### config.mk
export PLATFORM = sky130hd
export DESIGN_NAME = fp_selector_fifo
export DESIGN_NICKNAME = d
export VERILOG_FILES = /design/src/rtl/FPU_pkg.sv /design/src/rtl/fp_selector_fifo.sv
export SDC_FILE = /design/constraint.sdc
export NUM_CORES = 1
export LEC_CHECK = 0
export CORE_MARGIN = 2
export CORE_UTILIZATION = 51
export CTS_BUF_LIST = sky130_fd_sc_hd__clkbuf_4
export DETAILED_ROUTE_END_ITERATION = 12
export PLACE_DENSITY = 0.92
export SETUP_SLACK_MARGIN = 0.5
export SLEW_MARGIN = 20
export SYNTH_ARGS = -nofsm -noshare
export SYNTH_HDL_FRONTEND = slang
export SYNTH_SLANG_ARGS = --single-unit
### constraint.sdc
create_clock -name clk -period 5.1 [get_ports clk]
set_clock_uncertainty 0.2 [all_clocks]
set_input_delay 1.02 -clock clk [delete_from_list [all_inputs] [get_ports clk]]
set_output_delay 1.02 -clock clk [all_outputs]
set_load 0.03 [all_outputs]
### src/rtl/FPU_pkg.sv
// rtl/FPU_pkg.sv - FPU operation codes shared by floating-point blocks
package FPU_pkg;
    localparam logic [4:0] FPU_OP_MIN = 5'd6;
    localparam logic [4:0] FPU_OP_MAX = 5'd7;
endpackage

### src/rtl/fp_selector_fifo.sv
// rtl/fp_selector_fifo.sv - IEEE-754 MIN/MAX selector feeding an output result FIFO
// Optional MINMAG/MAXMAG support is enabled with macro FP_SELECTOR_MAG_EN.
module fp_selector_fifo
    import FPU_pkg::*;
#(
    parameter int EXP_W = 8,
    parameter int MAN_W = 23,
    parameter int DEPTH = 2
) (
    input  logic                       clk,
    input  logic                       reset_n,
    input  logic                       flush,
    input  logic                       valid_in,
    output logic                       ready_out,
    input  logic [4:0]                 op,
    input  logic                       mag,
    input  logic [EXP_W+MAN_W:0]       a,
    input  logic [EXP_W+MAN_W:0]       b,
    output logic                       valid_out,
    input  logic                       ready_in,
    output logic [EXP_W+MAN_W:0]       float_out,
    output logic                       IV
);

    localparam int W     = 1 + EXP_W + MAN_W;
    localparam int PTR_W = (DEPTH > 1) ? $clog2(DEPTH) : 1;
    localparam int CNT_W = PTR_W + 1;
    localparam logic [CNT_W-1:0] DEPTH_CNT = CNT_W'(DEPTH);
    localparam logic [W-1:0] QNAN = {1'b0, {EXP_W{1'b1}}, 1'b1, {(MAN_W-1){1'b0}}};

    logic a_nan, b_nan, a_snan, b_snan;
    logic a_lt_b, ops_eq, is_max;
    logic [W-1:0] result;
    logic         result_iv;

    assign a_nan  = (&a[W-2:MAN_W]) && (|a[MAN_W-1:0]);
    assign b_nan  = (&b[W-2:MAN_W]) && (|b[MAN_W-1:0]);
    assign a_snan = a_nan && !a[MAN_W-1];
    assign b_snan = b_nan && !b[MAN_W-1];
    assign is_max = (op == FPU_OP_MAX);
    assign result_iv = a_snan || b_snan;

`ifndef FP_SELECTOR_MAG_EN
    logic unused_mag;
    assign unused_mag = mag;
`endif

    // Sign-magnitude ordering: a negative value is below any positive one, so -0 < +0.
    always_comb begin
        ops_eq = 1'b0;
        a_lt_b = 1'b0;
`ifdef FP_SELECTOR_MAG_EN
        if (mag) begin
            ops_eq = (a[W-2:0] == b[W-2:0]);
            a_lt_b = (a[W-2:0] <  b[W-2:0]);
        end else
`endif
        if (a[W-1] != b[W-1]) begin
            a_lt_b = a[W-1];
        end else begin
            ops_eq = (a[W-2:0] == b[W-2:0]);
            a_lt_b = a[W-1] ? (a[W-2:0] > b[W-2:0]) : (a[W-2:0] < b[W-2:0]);
        end
    end

    always_comb begin
        result = a;
        if (a_nan && b_nan) begin
            result = QNAN;
        end else if (a_nan) begin
            result = b;
        end else if (b_nan) begin
            result = a;
        end else if (ops_eq) begin
            result = {(is_max ? (a[W-1] & b[W-1]) : (a[W-1] | b[W-1])), a[W-2:0]};
        end else begin
            result = (a_lt_b ^ is_max) ? a : b;
        end
    end

    logic [W:0]       mem [DEPTH];
    logic [PTR_W-1:0] wr_ptr, rd_ptr;
    logic [CNT_W-1:0] count;
    logic             full, empty, op_ok, push, pop;
    logic [W:0]       head;

    assign full      = (count == DEPTH_CNT);
    assign empty     = (count == '0);
    assign op_ok     = (op == FPU_OP_MIN) || (op == FPU_OP_MAX);
    assign ready_out = !full && op_ok;
    assign valid_out = !empty;
    assign push      = valid_in && ready_out && !flush;
    assign pop       = valid_out && ready_in && !flush;

    always_ff @(posedge clk or negedge reset_n) begin
        if (!reset_n) begin
            wr_ptr <= '0;
            rd_ptr <= '0;
            count  <= '0;
        end else if (flush) begin
            wr_ptr <= '0;
            rd_ptr <= '0;
            count  <= '0;
        end else begin
            if (push) wr_ptr <= wr_ptr + PTR_W'(1);
            if (pop)  rd_ptr <= rd_ptr + PTR_W'(1);
            if (push && !pop)      count <= count + CNT_W'(1);
            else if (pop && !push) count <= count - CNT_W'(1);
        end
    end

    // Storage needs no reset: every read of it is masked while the FIFO is empty.
    always_ff @(posedge clk) begin
        if (push) mem[wr_ptr] <= {result, result_iv};
    end

    assign head      = mem[rd_ptr];
    assign float_out = empty ? '0 : head[W:1];
    assign IV        = !empty && head[0];

endmodule

; ---- Yosys cells after proc, flatten, opt, wreduce, memory -nomap -nowiden
; Memories as Yosys holds them, arrays and structs flattened.
; Index checks and enable logic that the tools add are counted.
[word_totals]
out_inout_bits = 35
n_memories = 1
ff_bits = 4
elab_cells = 67
in_bits = 75
mem_bits_rw = 66
[op_classes]
n_reduce_logical = 30
mux = 19
eq_ne = 5
add_sub_neg = 4
n_lt_le_gt_ge = 2
n_bitwise = 3
[mem_list]
columns = name, words, width, read_ports, rd_ports_with_merged_regs, wr, line_no
row1 = mem, 2, 33, 1, 0, 1, fp_selector_fifo.sv:81  ; logic [W:0] mem [DEPTH];
[op_table]
columns = op, n
row1 = two-way mux 32 bit, 6
row2 = OR reduction 23 bit, 2
row3 = == test 31 bit, 1
row4 = greater-than comparator 31 bit, 1
row5 = < comparator 31 bit, 1
row6 = AND reduction 8 bit, 2
row7 = logical AND 1 bit, 13
row8 = "== test 5 x 3 -> 1 bit, second input constant", 2
row9 = two-way mux 1 bit, 10
row10 = zero test 1 bit, 7
row11 = two-way mux 2 bit, 3
row12 = nonzero test 2 bit, 2
row13 = nonzero test 3 bit, 1
row14 = "adder 1 bit, second input constant", 2
row15 = "adder 2 x 1 -> 2 bit, second input constant", 1
row16 = "== test 2 bit, second input constant", 1
row17 = zero test 2 bit, 1
row18 = logical OR 1 bit, 2
row19 = "subtractor 2 x 1 -> 2 bit, second input constant", 1
row20 = AND 1 bit, 1
row21 = != test 1 bit, 1
row22 = OR 1 bit, 1
row23 = XOR 1 bit, 1

; ---- Longest topological paths before layout
; Gate-level depths: netlist of the first run.
[depth]
ltp_word = 10
ltp_mapped = 11
depth_no_buf = 9

; ---- Least setup slack after synthesis of the first run
; OpenSTA, ideal clock, no wires.
[synth_timing]
path_type = in2reg
start = input op[3]
end = memory mem[1][0] in the netlist's numbering, enable pin
stages = 4
setup_time_ps = 471
arrival_time_ps = 4979
slack_ps = -550
t_required_ps = 4429
n_path_buf = 0
cell_sequence = and4bb_2 a21boi_0 nand2_1 nor3b_1
[synth_between]
elab_chain_len = 7
word_cells_on_any_way = 8
cone_classes = eq/ne: 2 / mux: 2 / reduce/logical: 4
[synth_lines]
columns = item, line_no
row1 = "start, declared", fp_selector_fifo.sv:15  ; input logic [4:0] op,
row2 = == test 5 x 3 -> 1 bit, fp_selector_fifo.sv:89  ; assign op_ok = (op == FPU_OP_MIN) || (op == FPU_OP_MAX);
row3 = logical OR 1 bit (*), fp_selector_fifo.sv:89
row4 = logical AND 1 bit (*), fp_selector_fifo.sv:90  ; assign ready_out = !full && op_ok;
row5 = net ready_out, fp_selector_fifo.sv:14  ; output logic ready_out,
row6 = logical AND 1 bit (*) (2 in a row), fp_selector_fifo.sv:92  ; assign push = valid_in && ready_out && !flush;
row7 = two-way mux 1 bit (*), fp_selector_fifo.sv:114  ; if (push) mem[wr_ptr] <= {result, result_iv};
row8 = two-way mux 1 bit (implied by the code) (*), fp_selector_fifo.sv:114
row9 = "end, declared", fp_selector_fifo.sv:81
; The timed path passes the listed nets; every way through them passes the cells marked *.

; ---- Final worst setup path of the first run
[layout_timing]
start = input b[22]
end = memory mem[0][27] in the netlist's numbering, data pin
[layout_between]
elab_chain_len = 9
word_cells_on_any_way = 15
cone_classes = order compare: 2 / eq/ne: 1 / mux: 8 / bitwise: 1 / reduce/logical: 3
[layout_lines]
columns = item, line_no
row1 = "start, declared", fp_selector_fifo.sv:18  ; input logic [EXP_W+MAN_W:0] b,
row2 = < comparator 31 bit / greater-than comparator 31 bit (equally long branches), fp_selector_fifo.sv:62  ; a_lt_b = a[W-1] ? (a[W-2:0] > b[W-2:0]) : (a[W-2:0] < b[W-2:0]);
row3 = two-way mux 1 bit, fp_selector_fifo.sv:62
row4 = two-way mux 1 bit, fp_selector_fifo.sv:58  ; if (a[W-1] != b[W-1]) begin
row5 = XOR 1 bit, fp_selector_fifo.sv:77  ; result = (a_lt_b ^ is_max) ? a : b;
row6 = two-way mux 32 bit, fp_selector_fifo.sv:77
row7 = two-way mux 32 bit, fp_selector_fifo.sv:74  ; end else if (ops_eq) begin
row8 = two-way mux 32 bit, fp_selector_fifo.sv:72  ; end else if (b_nan) begin
row9 = two-way mux 32 bit, fp_selector_fifo.sv:70  ; end else if (a_nan) begin
row10 = two-way mux 32 bit (*), fp_selector_fifo.sv:68  ; if (a_nan && b_nan) begin
row11 = net result[26], fp_selector_fifo.sv:33  ; logic [W-1:0] result;
; Marked as above.

==> parameters.txt, run 1 <==
Parameter                              Value

Clock network
  Cells resized by post-CTS repair    0
  Number of sinks on the clock net    70
  Clock tree from TritonCTS    done
  Root Buffer    sky130_fd_sc_hd__clkbuf_4
  Register clock-pin slew on the reported worst setup and hold paths    110 ps
  Setup bufs post-CTS    0
  Number of buffers inserted during clock tree synthesis    9
  Hold buffers post-CTS    0
  Skew-Pair Late Insertion Delay    390 ps
  Deepest level of the CTS H-tree    3
  Clock Tree Buf Depth    2

Power and ir drop
  Areal power density over the cells    213.0 nW/um^2
  Sw Ratio    0.2663
  Sequential cell fraction of total power    0.541
  Share of power burned in the clock network    0.236
  Leakage component of the power    2.035 nW
  Peak ir drop on the vdd network    133.3 uV
  Net load switching power    0.3194 mW
  Cell-internal power    0.8802 mW
  Combinational group share of total power    0.223

Routing
  Routed wire length    10980 um
  Iter 0 DRT Violations    317
  DRC Markers    0
  Post-DR wirelength/cell    17.85 um
  Via count    3716
  Number of routed nets with antenna violations    0
  Avg Vias per Cell    6.042
  Number of detailed-route iterations in the first pass    5

STA
  Setup repair after global routing missed its margin    false
  Max-slew headroom at the worst pin    0.3569
  Min cycle time layout    4336 ps
  Fin. max-slew vios    0
  Setup Total Neg Slack    0 ps
  Count of final setup violators    0
  Achievable frequency    230.6 MHz
  Number of hold violations in the final report    0
  Period Utilization, post-route    0.8503
  Transition time at the pin with the least slew margin    964.6 ps

Min path
  Hold Path Depth    2
  Capture endpoint of the worst hold path    count[1]
  Classification of the worst-slack hold path    reg2reg
  Min-Delay Startpoint    count[1]

Synthesis
  Cell accounting for the most synthesized area    sky130_fd_sc_hd__edfxtp_1
  Cell with the most instances after synthesis    sky130_fd_sc_hd__edfxtp_1
  Share of synthesized area occupied by flip-flops and latches    0.4827
  Cell types occupying the most area after synthesis    sky130_fd_sc_hd__edfxtp_1 (46%), sky130_fd_sc_hd__ha_1 (9.6%), sky130_fd_sc_hd__mux2i_1 (8.1%)
  FF+latch count, synth    70
  Number of flops mapped to enable cells by yosys    66
  Post-Synthesis Net Count    503
  Count of yosys warnings during synthesis    0
  Unique masters post-synth    52
  Share of async-settable or async-resettable flops after synthesis    0.05714
  Area share of the largest cell type after synthesis    0.4595
  Post-synth design cell area    4313 um^2
  Post-Synthesis Cells    395
  Post-synthesis average cell area    10.92 um^2
  Main flop type after synthesis    sky130_fd_sc_hd__edfxtp_1
  Commonest cells post-synth    sky130_fd_sc_hd__edfxtp_1 (66), sky130_fd_sc_hd__nor2_1 (47), sky130_fd_sc_hd__inv_1 (40)

Worst setup path
  Crit Reg-Reg Startpoint    count[0]
  CP delay by family, top    compound AO/OA/AOI/OAI gates
  Worst reg2reg endpoint    mem[1][30]
  Longest individual stage delay on the worst path    550 ps
  Type of the worst setup path    in2reg
  Setup slack of the worst register-to-register path    2870 ps
  Largest fanout on the critical path    25
  Cell breakdown of the critical path    clkdlybuf4s50_1 -> inv_1 -> ha_1 -> a21oi_1 -> o21ai_0 -> a221o_1 -> or4_4 -> or2_1 -> a21o_4 -> o221ai_1
  Arrival time at the worst endpoint    4300 ps
  Cell at the slowest stage of the critical path    sky130_fd_sc_hd__clkdlybuf4s50_1
  Critical path required time    5060 ps
  R2R cell count    5
  Buffering stage count on the worst path with inverters included    2
  Endpoint type of the worst setup path    flop
  Nature of the critical path startpoint    input port

Global route
  Initial antenna violation count    0
  Sum of overflow across all layers after global routing    0
  First-pass GRT wire length    16650 um
  Maximum number of pins on one net before global-route repair    35
  Via count of the first global-routing pass    3415
  All-Layer GR Usage    0.2398

Floorplanning
  Horiz. Die Dim    95.96 um
  Floorplan die area    9208 um^2
  Initial Util    0.5249
  # IOs    110
  Number of placement rows    33
  Die outline height    95.96 um
  Floorplan Core Area    8217 um^2

Layout
  Final instance area    5630 um^2
  Number of inserted filler cells in the final layout    594
  Share of the core filled with cells in the final layout    0.6852
  Non-filler instance count after layout    615
  Number of nets in the finished design    613
  Area Growth Syn to Fin    30.55%
  Share of layout cells above drive strength 1    0.06863
  Final antenna diode count    0

Place
  Placed cell area    5522 um^2
  Number of placed instances with taps included    599
  Global placement routability congestion    0.9545
  Buffers added on ports    108
  Post-detailed-placement half-perimeter wirelength    8392 um

Outcome
  Outcome    finished clean

Job
  Max Cap Violations    0
through the flow:
stage               power, mW  worst slack [ps]  hold WS [ps]
floorplan              0.8037             562.2         335.9
global placement       0.9146             488.5         400.2
detailed placement     0.9217             399.9         446.8
CTS                     1.199             833.8         463.0
global route            1.249             627.0         498.7
finish                  1.200             763.6         470.4
worst reg2reg max path, delay by kind of cell, from the launching register on:
family / cells / cell delay, ps
flops: 1 / 440
compound gates: 1 / 210
simple gates: 2 / 520
buf+inv: 2 / 510
flip-flops by register name, summed over array words and instances (netlist names):
name,flops
wr_ptr,1
rd_ptr,1
count,2
mem,66
worst max path at each step:
stage | depth (start not counted) | to | slack (ps) | from
after floorplan | 4 | mem[1][0] | 560 | op[3]
after global placement | 10 | mem[0][10] | 490 | b[22]
after detailed placement | 10 | mem[0][27] | 400 | b[22]
after CTS | 10 | mem[0][27] | 830 | b[22]
after global routing | 10 | mem[0][27] | 630 | b[22]
final | 10 | mem[0][27] | 760 | b[22]
cell usage in the layout (no fill, tap or decap), types with 14 or more instances in the layout:
| master | synthesis | layout |
|---|---|---|
| sky130_fd_sc_hd__a32o_1 | 22 | 22 |
| sky130_fd_sc_hd__nand2_1 | 18 | 18 |
| sky130_fd_sc_hd__nor2_1 | 47 | 46 |
| sky130_fd_sc_hd__edfxtp_1 | 66 | 66 |
| sky130_fd_sc_hd__mux2i_1 | 35 | 35 |
| sky130_fd_sc_hd__nand4_1 | 14 | 14 |
| sky130_fd_sc_hd__a21oi_1 | 15 | 15 |
| sky130_fd_sc_hd__inv_1 | 40 | 40 |
| sky130_fd_sc_hd__o21ai_0 | 14 | 14 |
| sky130_fd_sc_hd__clkdlybuf4s50_1 | 0 | 108 |
| sky130_fd_sc_hd__ha_1 | 33 | 33 |
layer usage:
| metal | share of wire | track usage | wire length [um] | up-vias |
|---|---|---|---|---|
| li1 | - | - | - | 1743 |
| met1 | 0.42 | 0.3384 | 4646 | 1780 |
| met2 | 0.48 | 0.3782 | 5275 | 165 |
| met3 | 0.067 | 0.02897 | 731 | 28 |
| met4 | 0.029 | 0.09524 | 323 | 0 |
| met5 | 0 | 0 | 0 | - |
area by class of cell:
cell class	count	area, um^2	share of cell area
Sequential cell	70	2083	0.3700
Multi-Input combinational cell	269	2023	0.3593
Timing Repair Buffer	115	1134	0.2013
Inverter	40	150.1	0.02667
Tap cell	105	131.4	0.02333
Clock buffer	11	82.58	0.01467
Clock inverter	5	26.28	0.004667
power by group through the flow:
stage	clock, mW	combinational (mW)	sequential, mW
after floorplan	0	0.144	0.659
after global placement	0	0.253	0.662
after detailed placement	0	0.260	0.662
after CTS	0.288	0.263	0.649
after global routing	0.311	0.289	0.649
final	0.283	0.268	0.649
logic make-up (layout without fill, tap and decap cells):
family | after synthesis | in the layout | share of synthesized area
muxes | 35 | 35 | 0.08123
DFF | 70 | 70 | 0.4827
AOI/OAI and AO/OA | 82 | 82 | 0.1465
adders and majority gates | 33 | 33 | 0.09574
buffers and inverters | 56 | 171 | 0.05483
and+or+nand+nor | 115 | 115 | 0.1308
xor gates and xnor gates | 4 | 4 | 0.008124
Power figures use the tool's default switching activity.
==> run 2: changes to the inputs <==
--- a/config.mk
+++ b/config.mk
@@ -9,9 +9,10 @@
 export CORE_UTILIZATION = 51
 export CTS_BUF_LIST = sky130_fd_sc_hd__clkbuf_4
 export DETAILED_ROUTE_END_ITERATION = 12
+export GPL_TIMING_DRIVEN = 0
 export PLACE_DENSITY = 0.92
 export SETUP_SLACK_MARGIN = 0.5
-export SLEW_MARGIN = 20
+export SLEW_MARGIN = 15
 export SYNTH_ARGS = -nofsm -noshare
 export SYNTH_HDL_FRONTEND = slang
 export SYNTH_SLANG_ARGS = --single-unit
==> parameters.txt, run 2 (synthesis gave the netlist of run 1 again) <==
Parameter                              Value

Floorplanning
  Number of placement rows    33
  Floorplan die area    9208 um^2
  Die outline height    95.96 um
  Horiz. Die Dim    95.96 um
  Initial Util    0.5249
  # IOs    110
  Floorplan Core Area    8217 um^2

Job
  Max Cap Violations    0

Worst setup path
  Type of the worst setup path    in2reg
  Endpoint type of the worst setup path    flop
  Arrival time at the worst endpoint    4290 ps
  Largest fanout on the critical path    10
  Critical path required time    5050 ps
  Nature of the critical path startpoint    input port
  Setup slack of the worst register-to-register path    2560 ps

Global route
  Via count of the first global-routing pass    3598
  Initial antenna violation count    0
  Maximum number of pins on one net before global-route repair    19
  All-Layer GR Usage    0.2579
  Sum of overflow across all layers after global routing    0
  First-pass GRT wire length    17610 um

STA
  Worst hold slack after final layout    426.7 ps
  Achievable frequency    230.6 MHz
  Number of hold violations in the final report    0
  Period Utilization, post-route    0.8502
  Setup Total Neg Slack    0 ps
  Count of final setup violators    0
  Max-slew headroom at the worst pin    0.4377
  Transition time at the pin with the least slew margin    842.6 ps
  Setup repair after global routing missed its margin    false
  Fin. max-slew vios    0
  Min cycle time layout    4336 ps

Place
  Number of placed instances with taps included    611
  Global placement routability congestion    0.9558
  Post-detailed-placement half-perimeter wirelength    9144 um
  Placed cell area    5605 um^2
  Buffers added on ports    108

Routing
  Avg Vias per Cell    5.984
  Post-DR wirelength/cell    18.37 um
  Iter 0 DRT Violations    325
  Routed wire length    11520 um
  DRC Markers    0
  Number of routed nets with antenna violations    0
  Number of detailed-route iterations in the first pass    6
  Via count    3752

Clock network
  Clock Tree Buf Depth    2
  Skew-Pair Late Insertion Delay    390 ps
  Deepest level of the CTS H-tree    3
  Number of buffers inserted during clock tree synthesis    9
  Root Buffer    sky130_fd_sc_hd__clkbuf_4
  Hold buffers post-CTS    0
  Number of sinks on the clock net    70
  Register clock-pin slew on the reported worst setup and hold paths    100 ps
  Setup bufs post-CTS    0
  Cells resized by post-CTS repair    0
  Clock tree from TritonCTS    done

Layout
  Final instance area    5752 um^2
  Most flop-heavy register    mem
  Final antenna diode count    0
  Non-filler instance count after layout    627
  Largest registers    mem: 66 flops, count: 2 flops
  Area Growth Syn to Fin    33.36%
  Share of layout cells above drive strength 1    0.05747
  Commonest cells after routing, fill and taps aside    sky130_fd_sc_hd__clkdlybuf4s50_1 (108), sky130_fd_sc_hd__edfxtp_1 (66), sky130_fd_sc_hd__nor2_1 (47), sky130_fd_sc_hd__inv_1 (40), sky130_fd_sc_hd__mux2i_1 (35)
  Most frequent standard cell in the layout excluding fill and tap cells    sky130_fd_sc_hd__clkdlybuf4s50_1
  Number of flip-flops in the largest register    66
  Number of inserted filler cells in the final layout    599
  Number of nets in the finished design    625

Min path
  Classification of the worst-slack hold path    reg2reg

Power and ir drop
  Total Power    1.292 mW
  Leakage component of the power    2.082 nW
  Peak ir drop on the vdd network    118.7 uV
  Areal power density over the cells    224.6 nW/um^2

Outcome
  Outcome    finished clean
-- run 2: changes by cell type in the layout (fill, tap and decap cells not counted), moves of 2 or more --
cell	previous run	this run
sky130_fd_sc_hd__clkbuf_1	0	10
sky130_fd_sc_hd__buf_4	7	0
sky130_fd_sc_hd__clkinv_1	1	5
sky130_fd_sc_hd__buf_2	0	3
sky130_fd_sc_hd__buf_6	0	3
sky130_fd_sc_hd__clkinv_2	3	0
sky130_fd_sc_hd__buf_8	0	2
sky130_fd_sc_hd__bufinv_16	0	2
sky130_fd_sc_hd__clkbuf_4	11	9
-- run 2: path summary, 6_finish.rpt --
check	start	to	cells past startpoint
hold / removal	count[1]	count[1]	2
min in group asynchronous	reset_n	wr_ptr	1
hold reg to reg	count[1]	count[1]	2
max in group asynchronous	reset_n	rd_ptr	1
setup / recovery	b[29]	mem[1][23]	12
setup reg to reg	count[0]	mem[1][15]	5
-- run 2: layout make-up --
| cell class | count | area, um^2 | share of cell area |
|---|---|---|---|
| clock buffer | 9 | 67.56 | 0.01175 |
| multi-input combinational | 269 | 2017 | 0.3507 |
| sequential | 70 | 2082 | 0.3620 |
| tap | 105 | 131.4 | 0.02284 |
| clock inverter | 7 | 78.83 | 0.01370 |
| buffer | 16 | 86.33 | 0.01501 |
| timing repair buffer | 111 | 1139 | 0.1980 |
| inverter | 40 | 150.1 | 0.02610 |
-- run 2: per-stage QoR --
stage                       util  setup slack [ps]
after detailed placement  0.6822             464.0
after global routing      0.7000             664.6
after floorplan                -             562.2
after CTS                 0.7000             880.8
final                     0.7000             763.9
after global placement    0.6737             278.7
-- run 2: per-layer routing --
metal,GRT usage,share of wire,up-vias,wire (um)
met5,0,0,-,0
met4,0.1202,0.031,0,356
met3,0.03837,0.082,28,939
met2,0.4184,0.49,215,5611
met1,0.3417,0.40,1742,4614
li1,-,-,1767,-
-- run 2: power by group --
part | switching, mW | total, mW | internal, mW | leakage [nW]
registers | 0.00108 | 0.647 | 0.645 | 0.652
clock network | 0.174 | 0.365 | 0.191 | 0.0775
logic | 0.147 | 0.280 | 0.133 | 1.35
-- run 2: critical path, cell delays in order --
cell	delay, ps
sky130_fd_sc_hd__clkdlybuf4s50_1	570
sky130_fd_sc_hd__inv_1	70
sky130_fd_sc_hd__ha_1	330
sky130_fd_sc_hd__nand4_1	200
sky130_fd_sc_hd__nor2_1	70
sky130_fd_sc_hd__a221o_1	310
sky130_fd_sc_hd__or4_4	530
sky130_fd_sc_hd__or2_1	240
sky130_fd_sc_hd__buf_6	150
sky130_fd_sc_hd__a21o_4	250
sky130_fd_sc_hd__buf_6	150
sky130_fd_sc_hd__a32oi_1	400
